`src/rtl/shift_sched_pkg.sv`:
```
// Shared widths and types for the shift scheduler and its barrel shifter.
package shift_sched_pkg;

  localparam int DATA_W = 32;
  localparam int AMT_W  = 5;

  typedef enum logic {
    IDLE  = 1'b0,
    SHIFT = 1'b1
  } state_t;

  typedef struct packed {
    logic [DATA_W-1:0] data;
    logic [AMT_W-1:0]  amt;
    logic              left;
    logic              is_signed;
  } shift_op_t;

endpackage

```
`src/rtl/barrel_shifter.sv`:
```
// One-cycle registered barrel shifter: SLL, SRL or SRA by 0..31 bits.
// The result register only loads when enabled, so it doubles as the response hold register.
module barrel_shifter
  import shift_sched_pkg::*;
(
  input  logic              i_clk,
  input  logic              i_rst_n,
  input  logic              i_en,
  input  shift_op_t         i_op,
  output logic [DATA_W-1:0] o_data
);

  logic [DATA_W-1:0] stage;

  // log2 stages, each shifting by a power of two when its amount bit is set
  always_comb begin
    stage = i_op.data;
    for (int j = 0; j < AMT_W; j++) begin
      if (i_op.amt[j]) begin
        if (i_op.left) begin
          stage = stage << (1 << j);
        end else if (i_op.is_signed) begin
          stage = $signed(stage) >>> (1 << j);
        end else begin
          stage = stage >> (1 << j);
        end
      end
    end
  end

  always_ff @(posedge i_clk or negedge i_rst_n) begin
    if (!i_rst_n) begin
      o_data <= '0;
    end else if (i_en) begin
      o_data <= stage;
    end
  end

endmodule

```
`src/rtl/shift_scheduler.sv`:
```
// Round-robin scheduler that shares one barrel shifter between N_REQ requesters.
// state | meaning
// IDLE  | waiting for a request and a free response slot; grant happens here
// SHIFT | latched op is on the shifter; result and id captured on the next edge
module shift_scheduler
  import shift_sched_pkg::*;
#(
  parameter  int N_REQ = 4,
  localparam int ID_W  = $clog2(N_REQ)
) (
  input  logic                         i_clk,
  input  logic                         i_rst_n,
  input  logic [N_REQ-1:0]             i_req_valid,
  output logic [N_REQ-1:0]             o_req_ready,
  input  logic [N_REQ-1:0][DATA_W-1:0] i_req_data,
  input  logic [N_REQ-1:0][AMT_W-1:0]  i_req_amt,
  input  logic [N_REQ-1:0]             i_req_left,
  input  logic [N_REQ-1:0]             i_req_signed,
  output logic                         o_rsp_valid,
  input  logic                         i_rsp_ready,
  output logic [DATA_W-1:0]            o_rsp_data,
  output logic [ID_W-1:0]              o_rsp_id,
  output logic                         o_busy,
  output logic [15:0]                  o_ops_done
);

  state_t          state;
  shift_op_t       op_q;
  logic [ID_W-1:0] id_q;
  logic [ID_W-1:0] last_grant;
  logic [ID_W-1:0] win_idx;
  logic [ID_W-1:0] cand;
  logic            win_found;
  logic            grant;
  logic            retire;
  logic            armed;
  logic            rsp_valid_q;
  logic [ID_W-1:0] rsp_id_q;
  logic [15:0]     ops_done_q;

  // Search starts one past the last winner and wraps at N_REQ (N_REQ need not be a power of two)
  always_comb begin
    win_found = 1'b0;
    win_idx   = '0;
    cand      = last_grant;
    for (int k = 0; k < N_REQ; k++) begin
      cand = (cand == ID_W'(N_REQ - 1)) ? '0 : cand + 1'b1;
      if (!win_found && i_req_valid[cand]) begin
        win_found = 1'b1;
        win_idx   = cand;
      end
    end
  end

  // armed keeps grants off until the first edge after reset release
  assign grant  = (state == IDLE) && armed && win_found && (!rsp_valid_q || i_rsp_ready);
  assign retire = rsp_valid_q && i_rsp_ready;

  always_comb begin
    o_req_ready = '0;
    if (grant) begin
      o_req_ready[win_idx] = 1'b1;
    end
  end

  always_ff @(posedge i_clk or negedge i_rst_n) begin
    if (!i_rst_n) begin
      state       <= IDLE;
      op_q        <= '0;
      id_q        <= '0;
      last_grant  <= ID_W'(N_REQ - 1);
      armed       <= 1'b0;
      rsp_valid_q <= 1'b0;
      rsp_id_q    <= '0;
      ops_done_q  <= '0;
    end else begin
      armed <= 1'b1;
      if (retire) begin
        rsp_valid_q <= 1'b0;
        ops_done_q  <= ops_done_q + 16'd1;
      end
      case (state)
        IDLE: begin
          if (grant) begin
            op_q.data      <= i_req_data[win_idx];
            op_q.amt       <= i_req_amt[win_idx];
            op_q.left      <= i_req_left[win_idx];
            op_q.is_signed <= i_req_signed[win_idx];
            id_q           <= win_idx;
            last_grant     <= win_idx;
            state          <= SHIFT;
          end
        end
        SHIFT: begin
          // the slot was freed at grant, so this capture never collides with a retire
          rsp_valid_q <= 1'b1;
          rsp_id_q    <= id_q;
          state       <= IDLE;
        end
        default: state <= IDLE;
      endcase
    end
  end

  barrel_shifter u_shifter (
    .i_clk   (i_clk),
    .i_rst_n (i_rst_n),
    .i_en    (state == SHIFT),
    .i_op    (op_q),
    .o_data  (o_rsp_data)
  );

  assign o_rsp_valid = rsp_valid_q;
  assign o_rsp_id    = rsp_id_q;
  assign o_ops_done  = ops_done_q;
  assign o_busy      = (state != IDLE) || rsp_valid_q;

endmodule

```
`config.mk`:
```
export PLATFORM = sky130hd
export DESIGN_NAME = shift_scheduler
export DESIGN_NICKNAME = d
export VERILOG_FILES = /design/src/rtl/shift_sched_pkg.sv /design/src/rtl/barrel_shifter.sv /design/src/rtl/shift_scheduler.sv
export SDC_FILE = /design/constraint.sdc
export NUM_CORES = 1
export LEC_CHECK = 0
export CORE_ASPECT_RATIO = 0.5
export CORE_MARGIN = 2
export CORE_UTILIZATION = 38
export DETAILED_ROUTE_END_ITERATION = 10
export PLACE_DENSITY_LB_ADDON = 0.05
export SKIP_CTS_REPAIR_TIMING = 1
export SYNTH_ARGS = -nofsm -noshare
export SYNTH_HDL_FRONTEND = slang
export SYNTH_HIERARCHICAL = 1
export SYNTH_SLANG_ARGS = --single-unit
```
`constraint.sdc`:
```
create_clock -name i_clk -period 5.27 [get_ports i_clk]
set_input_delay 1.054 -clock i_clk [delete_from_list [all_inputs] [get_ports i_clk]]
set_output_delay 1.054 -clock i_clk [all_outputs]
set_load 0.05 [all_outputs]
```
==> results_dict.tcl <==
set metrics [dict create \
    status "finished, final reports clean" \
    drc_errors 0 \
    drtIter0Drc 1566 \
    rrSetupSlack_ns 1.72 \
    cts_buffers 9 \
    p_leak_nw 4.319 \
    switching_share 0.5882 \
    startpoint_type "primary input" \
    drv_cap 0 \
    drt-total-wl_mm 43.99 \
    cp_num_buf_inv 2 \
    root_buffer "clkbuf_16" \
    r2r_end "u_shifter/o_data[0]$_DFFE_PN0P_" \
    grt_max_degree 79 \
    critPathMaxFanout 40 \
    synth_xor_area_frac 0.01422 \
    drt.antenna.violating_nets 0 \
    rows 40 \
    clk_latency_ns 0.40 \
    dp.cells 1586 \
    synth-compound-area-share 0.3086 \
    worstSetupPathType "in -> out" \
    clkPwrFrac 0.091 \
    synthFlopType "dfrtp_1" \
    max_slew_margin 0.1482 \
    async_reset_ff_frac 1.000 \
    crit_start "i_req_valid[1]" \
    internal_power_mw 3.380 \
    fin_crit_ns 4.563 \
    peakVddDrop_uv 317.8 \
    muxShareOfSynthArea 0.1227 \
    switchingPower_mw 4.828 \
    power_frac_seq 0.206 \
    hold_slack_ns 0.4709 \
    drive_above_1_share 0.07692 \
    via_count 10640 \
    placement.io_buffers 218 \
    cp.arrival_ns 3.51 \
    syn-num-nets 1305 \
    tightestPinTransition_ns 1.266 \
    fin_cells 1606 \
    seq_area_frac_synth 0.2603 \
    synth-seq-cells 96 \
    rsz0062_at_grt "false" \
    post-route-util 0.4921 \
    crit_chain "clkdlybuf4s50_1 -> or4_1 -> nand3_1 -> nand3_2 -> nor2b_4 -> buf_12" \
    firstDrtPassIters 5 \
    dieArea_um2 25650 \
    cts_tree "done" \
    antenna_found_initial 8 \
    multi_input_area_um2 6158 \
    skew_ns 0.01838 \
    viasPerCell 6.622 \
    fin_crit_sh 0.8659 \
    yosysUniqueCellTypes 80 \
    die_h_um 114.3 \
    yosys_warnings 6 \
    combPwrFrac 0.703 \
    r2r_cells 6 \
    final_common_cell "clkdlybuf4s50_1" \
    grtUsageTotal 0.3413 \
    nFillCells 2342 \
    htreeDepth 3 \
    avgSynthCellArea_um2 8.104 \
    max_freq_mhz 219.1 \
    r2r_start "op_q[1]$_DFFE_PN0P_" \
    die_x_um 224.5 \
    tns_ns 0 \
    synth_edf_count 0 \
    syn_to_final_growth_pct 27.41 \
    wl_per_cell_um 27.39 \
    cp.depth 6 \
    cp.required_ns 4.22 \
    grt_overflow 0 \
    hp-class "reg -> reg" \
    powerDensity_nw_per_um2 697.3 \
    hold_viol 0 \
    routabilityCongestion 1.037 \
    cts_buffer_depth 2 \
    slew_violations 0 \
    critPathTopFamily "simple AND/OR/NAND/NOR gates" \
    finalPower_mw 8.208 \
    dp_hpwl_mm 32.26 \
    cts_num_sinks 96 \
    fp.coreArea_um2 23920 \
    critical_path.max_stage_delay_ns 0.89 \
    most-common-layout-cells "214 x clkdlybuf4s50_1, 119 x nor2_1, 90 x dfrtp_1, 78 x mux2i_1, 65 x o21ai_0" \
    cp-endpoint "o_req_ready[2]" \
    initial_core_util 0.3862 \
    synthAdderAreaFrac 0.002709 \
    grt_pass1_wl_mm 65.20 \
    syn_area_um2 9239 \
    fin_nets 1447 \
    grt_pass1_vias 10050 \
    seqCellArea_um2 2412 \
    end_kind "primary output" \
    clk_pin_slew_ns 0.08 \
    synth_simple_gate_area_share 0.2165 \
    synth_top_family_by_area "compound AO/OA/AOI/OAI gates" \
    setup_viol 0 \
    synthCells 1140 \
    ios 219 \
    cp_slowest_cell "nor2b_4" \
]
power groups by stage:
stage / Clock, mW / Combinational, mW / Sequential, mW
5_1_grt: 0.785 / 6.04 / 1.75
3_5_place_dp: 0 / 5.54 / 1.68
3_3_place_gp: 0 / 5.56 / 1.67
2_1_floorplan: 0 / 3.48 / 1.82
4_1_cts: 0.759 / 5.55 / 1.67
6_report: 0.745 / 5.77 / 1.69
worst min path at each step:
| stage | start | to | slack, ns | cells after the start |
|---|---|---|---|---|
| after detailed placement | last_grant[1]$_DFFE_PN1P_ | last_grant[1]$_DFFE_PN1P_ | 0.46 | 2 |
| final | last_grant[1]$_DFFE_PN1P_ | last_grant[1]$_DFFE_PN1P_ | 0.47 | 2 |
| after global placement | last_grant[1]$_DFFE_PN1P_ | last_grant[1]$_DFFE_PN1P_ | 0.46 | 2 |
| after floorplan | id_q[1]$_DFFE_PN0P_ | id_q[1]$_DFFE_PN0P_ | 0.44 | 2 |
| after CTS | last_grant[1]$_DFFE_PN1P_ | last_grant[1]$_DFFE_PN1P_ | 0.47 | 2 |
| after global routing | last_grant[1]$_DFFE_PN1P_ | last_grant[1]$_DFFE_PN1P_ | 0.49 | 2 |
flip-flops by register name (all words and copies together) (netlist names):
signal and count:
o_rsp_valid 1, state 1, armed 1, o_rsp_id 2
last_grant 2, op_q 39, id_q 2, o_ops_done 16
u_shifter/o_data 32
metal layers:
layer / GRT usage / part of all wire / vias to the layer above
met4: 0.09890 / 0.025 / 8
met2: 0.4826 / 0.41 / 644
li1: - / - / 4723
met1: 0.4867 / 0.44 / 5176
met3: 0.1191 / 0.13 / 84
met5: 0 / 0.0012 / -
stage by stage:
| stage | area, µm² | worst slack (ns) |
|---|---|---|
| finish | 11770 | 0.7068 |
| global route | 11770 | 0.5214 |
| CTS | 11760 | 0.6826 |
| detailed placement | 11450 | 0.6929 |
| global placement | 11450 | 0.7137 |
| floorplan | 9239 | 1.130 |
cell families after synthesis:
kind of cell,Yosys count
xor+xnor,15
flops,96
other cells,1
simple gates,397
buf+inv,132
mux,98
compound gates,399
fa+ha+maj,2
synth_stat cells, drive strengths merged, types with 13 or more instances:
master    n  area [µm²]
nor2    121       456.7
dfrtp    94        2352
o21ai    92       460.4
mux2i    78       780.8
nand2    64       242.7
a21oi    62       310.3
buf      59       414.1
clkbuf   56       210.2
nand4    49       306.5
and2     46       287.8
a211oi   43       342.8
a32oi    42       367.9
a221o    39       390.4
nor3     39       195.2
o22ai    27       168.9
nand3    21       110.1
inv      16       60.06
nor2b    13       88.83
area by class of cell:
class | instances | share of cell area
multi-input combinational | 912 | 0.5232
timing repair buffer | 246 | 0.2056
clock buffer | 9 | 0.01913
sequential | 96 | 0.2049
tap | 315 | 0.03348
inverter | 17 | 0.005421
antenna | 4 | 0.0008503
clock inverter | 7 | 0.007440
worst register-to-register path, cell delays in order (launching register included):
cell and delay (ns):
dfrtp_2 0.66, buf_4 0.41, nor2b_1 0.77, nand2_1 0.49
o21ai_0 0.86, o221ai_2 0.19, o221ai_2 0.09
(Power assumes the default switching activity.)
